[src/rtl/compmux_scan.sv]
// compmux_scan: select controller in front of the 16:1 comparator output mux.
// Holds a static SPI channel or auto-scans enabled channels with settle blanking.
module compmux_scan #(
    parameter int N_CH    = 16,
    parameter int SEL_W   = 4,
    parameter int DWELL_W = 16,
    parameter int SETTLE  = 2
) (
    input  logic               clk,
    input  logic               rst_n,
    input  logic               scan_en,
    input  logic [SEL_W-1:0]   static_sel,
    input  logic [N_CH-1:0]    ch_mask,
    input  logic [DWELL_W-1:0] dwell,
    input  logic               restart,
    output logic [SEL_W-1:0]   mux_sel,
    output logic               sel_valid,
    output logic               ch_start,
    output logic               frame_start
);

    localparam int CNT_W = $clog2(SETTLE + 1);
    localparam logic [CNT_W-1:0]   SETTLE_LD = CNT_W'(SETTLE);
    localparam logic [CNT_W-1:0]   CNT_ONE   = CNT_W'(1);
    localparam logic [DWELL_W-1:0] DW_ONE    = DWELL_W'(1);

    typedef enum logic [1:0] {
        ST_STATIC,
        ST_SETTLE,
        ST_DWELL,
        ST_EMPTY
    } state_e;

    typedef enum logic [3:0] {
        A_STATIC_LOAD,
        A_STATIC_NOW,
        A_SETTLE_TICK,
        A_SCAN_SELECT,
        A_SCAN_EMPTY,
        A_DWELL_BEGIN,
        A_DWELL_TICK,
        A_DWELL_REPEAT,
        A_DWELL_NEXT
    } act_e;

    state_e               state_q, state_d;
    logic [CNT_W-1:0]     cnt_q, cnt_d;
    logic [DWELL_W-1:0]   dlen_q, dlen_d;
    logic [DWELL_W-1:0]   dcnt_q, dcnt_d;
    logic                 tgt_scan_q, tgt_scan_d;
    logic                 frame_q, frame_d;
    logic [SEL_W-1:0]     sel_q, sel_d;
    logic                 valid_q, valid_d;
    logic                 cs_q, cs_d;
    logic                 fs_q, fs_d;

    act_e                 act;
    logic                 in_scan;
    logic                 enter;
    logic                 mask_any;
    logic                 static_chg;
    logic                 settle_done;
    logic                 dwell_done;
    logic                 wrap;
    logic [SEL_W-1:0]     first_idx;
    logic [SEL_W-1:0]     next_idx;
    logic [DWELL_W-1:0]   dwell_eff;

    // Lowest set bit of the mask; caller guards the all-zero case.
    function automatic logic [SEL_W-1:0] first_set(
        input logic [N_CH-1:0] m
    );
        logic [SEL_W-1:0] r;
        r = '0;
        for (int i = N_CH - 1; i >= 0; i--) begin
            if (m[i]) r = SEL_W'(i);
        end
        return r;
    endfunction

    // Next set bit strictly above cur, wrapping; returns cur if it is alone.
    function automatic logic [SEL_W-1:0] next_set(
        input logic [N_CH-1:0]  m,
        input logic [SEL_W-1:0] cur
    );
        logic [SEL_W-1:0] r;
        logic [SEL_W-1:0] j;
        r = cur;
        for (int i = N_CH - 1; i >= 1; i--) begin
            j = cur + SEL_W'(i);
            if (m[j]) r = j;
        end
        return r;
    endfunction

    assign mask_any    = |ch_mask;
    assign first_idx   = first_set(ch_mask);
    assign next_idx    = next_set(ch_mask, sel_q);
    assign wrap        = (next_idx <= sel_q);
    assign static_chg  = (static_sel != sel_q);
    assign settle_done = (cnt_q == CNT_ONE);
    assign dwell_done  = (dcnt_q == DW_ONE);
    assign dwell_eff   = (dwell == '0) ? DW_ONE : dwell;
    assign in_scan     = (state_q == ST_DWELL) || (state_q == ST_EMPTY) ||
                         ((state_q == ST_SETTLE) && tgt_scan_q);
    assign enter       = scan_en && (!in_scan || restart);

    // Decide this cycle's transition; restart beats the dwell-end event.
    always_comb begin
        act = A_SCAN_EMPTY;
        if (!scan_en) begin
            if (static_chg)
                act = A_STATIC_LOAD;
            else if (in_scan || (state_q == ST_STATIC) || settle_done)
                act = A_STATIC_NOW;
            else
                act = A_SETTLE_TICK;
        end else if (enter || (state_q == ST_EMPTY)) begin
            act = mask_any ? A_SCAN_SELECT : A_SCAN_EMPTY;
        end else if (state_q == ST_SETTLE) begin
            act = settle_done ? A_DWELL_BEGIN : A_SETTLE_TICK;
        end else if (state_q == ST_DWELL) begin
            if (!dwell_done)
                act = A_DWELL_TICK;
            else if (!mask_any)
                act = A_SCAN_EMPTY;
            else if (next_idx == sel_q)
                act = A_DWELL_REPEAT;
            else
                act = A_DWELL_NEXT;
        end
    end

    // State and registered outputs, async active-low reset.
    always_ff @(posedge clk or negedge rst_n) begin
        if (!rst_n) begin
            state_q    <= ST_SETTLE;
            cnt_q      <= SETTLE_LD;
            dlen_q     <= DW_ONE;
            dcnt_q     <= DW_ONE;
            tgt_scan_q <= 1'b0;
            frame_q    <= 1'b0;
            sel_q      <= '0;
            valid_q    <= 1'b0;
            cs_q       <= 1'b0;
            fs_q       <= 1'b0;
        end else begin
            state_q    <= state_d;
            cnt_q      <= cnt_d;
            dlen_q     <= dlen_d;
            dcnt_q     <= dcnt_d;
            tgt_scan_q <= tgt_scan_d;
            frame_q    <= frame_d;
            sel_q      <= sel_d;
            valid_q    <= valid_d;
            cs_q       <= cs_d;
            fs_q       <= fs_d;
        end
    end

    // Next-state: mode, settle/dwell counters and the frame flag.
    always_comb begin
        state_d    = state_q;
        cnt_d      = cnt_q;
        dlen_d     = dlen_q;
        dcnt_d     = dcnt_q;
        tgt_scan_d = tgt_scan_q;
        frame_d    = frame_q;
        unique case (act)
            A_STATIC_LOAD: begin
                state_d    = ST_SETTLE;
                cnt_d      = SETTLE_LD;
                tgt_scan_d = 1'b0;
            end
            A_STATIC_NOW: begin
                state_d    = ST_STATIC;
                tgt_scan_d = 1'b0;
            end
            A_SETTLE_TICK: begin
                cnt_d = cnt_q - CNT_ONE;
            end
            A_SCAN_SELECT: begin
                state_d    = ST_SETTLE;
                cnt_d      = SETTLE_LD;
                tgt_scan_d = 1'b1;
                frame_d    = 1'b1;
                dlen_d     = dwell_eff;
            end
            A_SCAN_EMPTY: begin
                state_d = ST_EMPTY;
            end
            A_DWELL_BEGIN: begin
                state_d = ST_DWELL;
                dcnt_d  = dlen_q;
                frame_d = 1'b0;
            end
            A_DWELL_TICK: begin
                dcnt_d = dcnt_q - DW_ONE;
            end
            A_DWELL_REPEAT: begin
                dlen_d  = dwell_eff;
                dcnt_d  = dwell_eff;
                frame_d = 1'b0;
            end
            A_DWELL_NEXT: begin
                state_d    = ST_SETTLE;
                cnt_d      = SETTLE_LD;
                tgt_scan_d = 1'b1;
                frame_d    = wrap;
                dlen_d     = dwell_eff;
            end
            default: begin
                state_d = state_q;
            end
        endcase
    end

    // Outputs: select load, blanking and boundary strobes.
    always_comb begin
        sel_d   = sel_q;
        valid_d = valid_q;
        cs_d    = 1'b0;
        fs_d    = 1'b0;
        unique case (act)
            A_STATIC_LOAD: begin
                sel_d   = static_sel;
                valid_d = 1'b0;
            end
            A_STATIC_NOW: begin
                valid_d = 1'b1;
            end
            A_SETTLE_TICK: begin
                valid_d = 1'b0;
            end
            A_SCAN_SELECT: begin
                sel_d   = first_idx;
                valid_d = 1'b0;
            end
            A_SCAN_EMPTY: begin
                valid_d = 1'b0;
            end
            A_DWELL_BEGIN: begin
                valid_d = 1'b1;
                cs_d    = 1'b1;
                fs_d    = frame_q;
            end
            A_DWELL_TICK: begin
                valid_d = 1'b1;
            end
            A_DWELL_REPEAT: begin
                valid_d = 1'b1;
                cs_d    = 1'b1;
                fs_d    = 1'b1;
            end
            A_DWELL_NEXT: begin
                sel_d   = next_idx;
                valid_d = 1'b0;
            end
            default: begin
                valid_d = valid_q;
            end
        endcase
    end

    assign mux_sel     = sel_q;
    assign sel_valid   = valid_q;
    assign ch_start    = cs_q;
    assign frame_start = fs_q;

    a_strobe_valid: assert property (
        @(posedge clk) disable iff (!rst_n) (cs_q || fs_q) |-> valid_q
    );
    a_frame_chan: assert property (
        @(posedge clk) disable iff (!rst_n) fs_q |-> cs_q
    );

endmodule

[config.mk]
export PLATFORM = sky130hd
export DESIGN_NAME = compmux_scan
export DESIGN_NICKNAME = d
export VERILOG_FILES = /design/src/rtl/compmux_scan.sv
export SDC_FILE = /design/constraint.sdc
export NUM_CORES = 1
export LEC_CHECK = 0
export ABC_AREA = 1
export BUFFER_PORTS_ARGS = -buffer_cell sky130_fd_sc_hd__buf_2
export CAP_MARGIN = 5
export CELL_PAD_IN_SITES_DETAIL_PLACEMENT = 0
export CELL_PAD_IN_SITES_GLOBAL_PLACEMENT = 1
export CORE_ASPECT_RATIO = 0.5
export CORE_MARGIN = 5
export CORE_UTILIZATION = 35
export CTS_CLUSTER_SIZE = 14
export DETAILED_ROUTE_END_ITERATION = 16
export HOLD_SLACK_MARGIN = 0.06
export PLACE_DENSITY = 0.66
export SKIP_LAST_GASP = 1
export SYNTH_ARGS = -nofsm -noshare
export SYNTH_HDL_FRONTEND = slang
export SYNTH_SLANG_ARGS = --single-unit
[constraint.sdc]
create_clock -name clk -period 6.5 [get_ports clk]
set_input_delay 0.325 -clock clk [delete_from_list [all_inputs] [get_ports clk]]
set_output_delay 0.325 -clock clk [all_outputs]
set_load 0.02 [all_outputs]
==> results.py <==
metrics = {
    "run_status": {
        "outcome": "complete, no violations",
    },
    "detailed_routing": {
        "via_count": 4677,
        "drc": 0,
        "drt-initial-drc-count": 356,
        "wl_per_cell_um": 15.01,
        "antenna_left": 0,
        "drt_pre_antenna_iters": 5,
        "routed_wl_um": 14080,
        "avgViaCountPerCell": 4.986,
    },
    "sta": {
        "finalHoldViolations": 0,
        "max_freq_ghz": 0.1736,
        "slew_headroom": 0.4882,
        "fin_tns_setup_ps": 0,
        "rsz0062_at_grt": "false",
        "finClkSkew_ps": 4.718,
        "report.final.slew_viol_count": 0,
        "setup_viol": 0,
        "tightest_slew_ps": 759.7,
        "fin_crit_ps": 5760,
        "fin_hold_ws_ps": 130.5,
        "fin_crit_sh": 0.8862,
    },
    "layout": {
        "drive_above_1_share": 0.1641,
        "area_delta_synth_final_pct": 11.03,
        "layout_common_cells": "217 x nand2_1, 77 x inv_1, 72 x nand3_1",
        "n_antenna_cell": 0,
        "nNetsFinal": 821,
        "final_common_cell": "nand2_1",
        "stdcell_count": 938,
        "fin_util": 0.3995,
    },
    "logic_synthesis": {
        "synth_top_area_cell": "dfrtp_1",
        "avgSynthCellArea_um2": 6.311,
        "ys_ff_latch": 45,
        "synth_cell_types": 57,
        "synthTopCellsByArea": "dfrtp_1 22%, nand2_1 18%, nand3_1 7.9%, a21oi_1 6.7%, inv_1 6.3%",
        "synth_cells": 726,
        "syn_area_um2": 4582,
        "synth_top_area_share": 0.2239,
        "syn-num-nets": 780,
        "yosysSeqAreaShare": 0.2469,
        "yosysWarnings": 0,
    },
    "global_routing": {
        "track_usage": 0.1816,
        "grt_max_degree": 46,
        "antenna_found_initial": 0,
        "grt_pass1_wl_um": 23050,
        "grt_pass1_vias": 4517,
        "grt-ovfl-total": 0,
    },
    "clock_tree": {
        "clk_latency_ps": 280,
        "numCtsBuffers": 5,
        "clock_sinks": 45,
        "post_cts_buffers": 0,
        "htree_levels": 2,
        "cts_buffer_depth": 2,
        "clockRootBuffer": "clkbuf_16",
        "cts_tree": "built",
        "cts-resized-gates": 0,
        "clkTransAtPathRegs_ps": 60,
        "cts-hold-fix-buffers": 0,
    },
    "placement": {
        "port_buffers": 46,
        "dp_hpwl_um": 10860,
        "placed_cells": 929,
        "routabilityCongestion": 0.9137,
    },
    "floorplan": {
        "die_y_um": 90.91,
        "die-area_um2": 15620,
        "num_rows": 29,
        "initial_core_util": 0.3598,
        "design.portCount": 47,
        "core_area_um2": 12740,
        "die_w_um": 171.8,
    },
    "run": {
        "drv_cap": 0,
    },
    "setup_path": {
        "worstPathArrival_ps": 5910,
        "cp_slowest_cell": "ha_1",
        "worstPathMaxFanout": 24,
        "end_kind": "flop",
        "rrSetupSlack_ps": 740,
        "cpPeakStageDelay_ps": 560,
        "critPathMostFrequentCell": "nand2_1",
        "start_kind": "flop",
        "crit_required_ps": 6640,
        "path_class": "reg -> reg",
    },
    "worst_hold_path": {
        "hold_class": "in -> async",
    },
}
## critical path, delay by kind of cell (launching register included)
family	cells	cell delay, ps
AOI/OAI and AO/OA	7	1140
adders and majority gates	2	830
buffers and inverters	6	980
DFF	1	320
and+or+nand+nor	19	2350
## final timing paths
check / cells after the start / start / end
setup / recovery: 34 / mux_sel[1] / dcnt_q[13]
hold / removal: 2 / rst_n / dlen_q[1]
setup reg to reg: 34 / mux_sel[1] / dcnt_q[13]
hold reg to reg: 2 / dlen_q[0] / dlen_q[0]
max in group asynchronous: 2 / rst_n / dlen_q[14]
min in group clk: 3 / dwell[6] / dlen_q[6]
## metal layers
layer	vias to the layer above	routed length [µm]	track usage
met1	2099	6699	0.2480
met5	-	0	0
met3	18	473	0.01836
met2	97	6633	0.3070
li1	2463	-	-
met4	0	277	0.04905
## synth_stat cells (all sizes together)
| cell type | count |
|---|---|
| nor3 | 9 |
| nor3b | 2 |
| dfstp | 4 |
| a32oi | 3 |
| nor4 | 3 |
| a22oi | 6 |
| clkinv | 1 |
| xor2 | 13 |
| o21ai | 44 |
| o22ai | 6 |
| nor2 | 55 |
| nand2 | 231 |
| o21bai | 1 |
| a311oi | 1 |
| nand3b | 1 |
| or2 | 3 |
| clkbuf | 1 |
| a21oi | 64 |
| xnor2 | 5 |
| a41oi | 2 |
| o21a | 2 |
| a21o | 1 |
| ha | 14 |
| and2 | 1 |
| dfrtp | 41 |
| nand4 | 9 |
| a211oi | 3 |
| inv | 97 |
| nand3 | 77 |
| o311ai | 2 |
| buf | 19 |
| a21boi | 1 |
| a31oi | 3 |
| o31ai | 1 |
## layout make-up
cell class,count,area [µm²]
Inverter,98,376.6
Multi-Input combinational cell,563,2920
Fill cell,1420,7649
Timing Repair Buffer,54,310.3
Sequential cell,45,1131
Tap cell,170,212.7
Clock buffer,8,136.4
## stage by stage
stage | worst slack (ps) | area [µm²]
6_report | 739.5 | 5087
5_1_grt | 54.83 | 5087
4_1_cts | 644.2 | 5060
3_5_place_dp | 672.7 | 4923
3_3_place_gp | 717.2 | 4923
2_1_floorplan | 2130 | 4582
## state kept, by name (all words and copies together), names as in the netlist
name / cells
mux_sel: 4
cnt_q: 2
dlen_q: 16
sel_valid: 1
tgt_scan_q: 1
frame_q: 1
dcnt_q: 16
state_q: 2
ch_start: 1
frame_start: 1
## cell families after synthesis
group | after synthesis | synth area share
adders and majority gates | 14 | 0.03823
buffers and inverters | 118 | 0.1158
xor gates and xnor gates | 18 | 0.04178
DFF | 45 | 0.2469
and+or+nand+nor | 391 | 0.3768
AOI/OAI and AO/OA | 140 | 0.1805
Power is not shown: default switching activity piles up to over one toggle a cycle in this logic, so the estimate is an artifact.
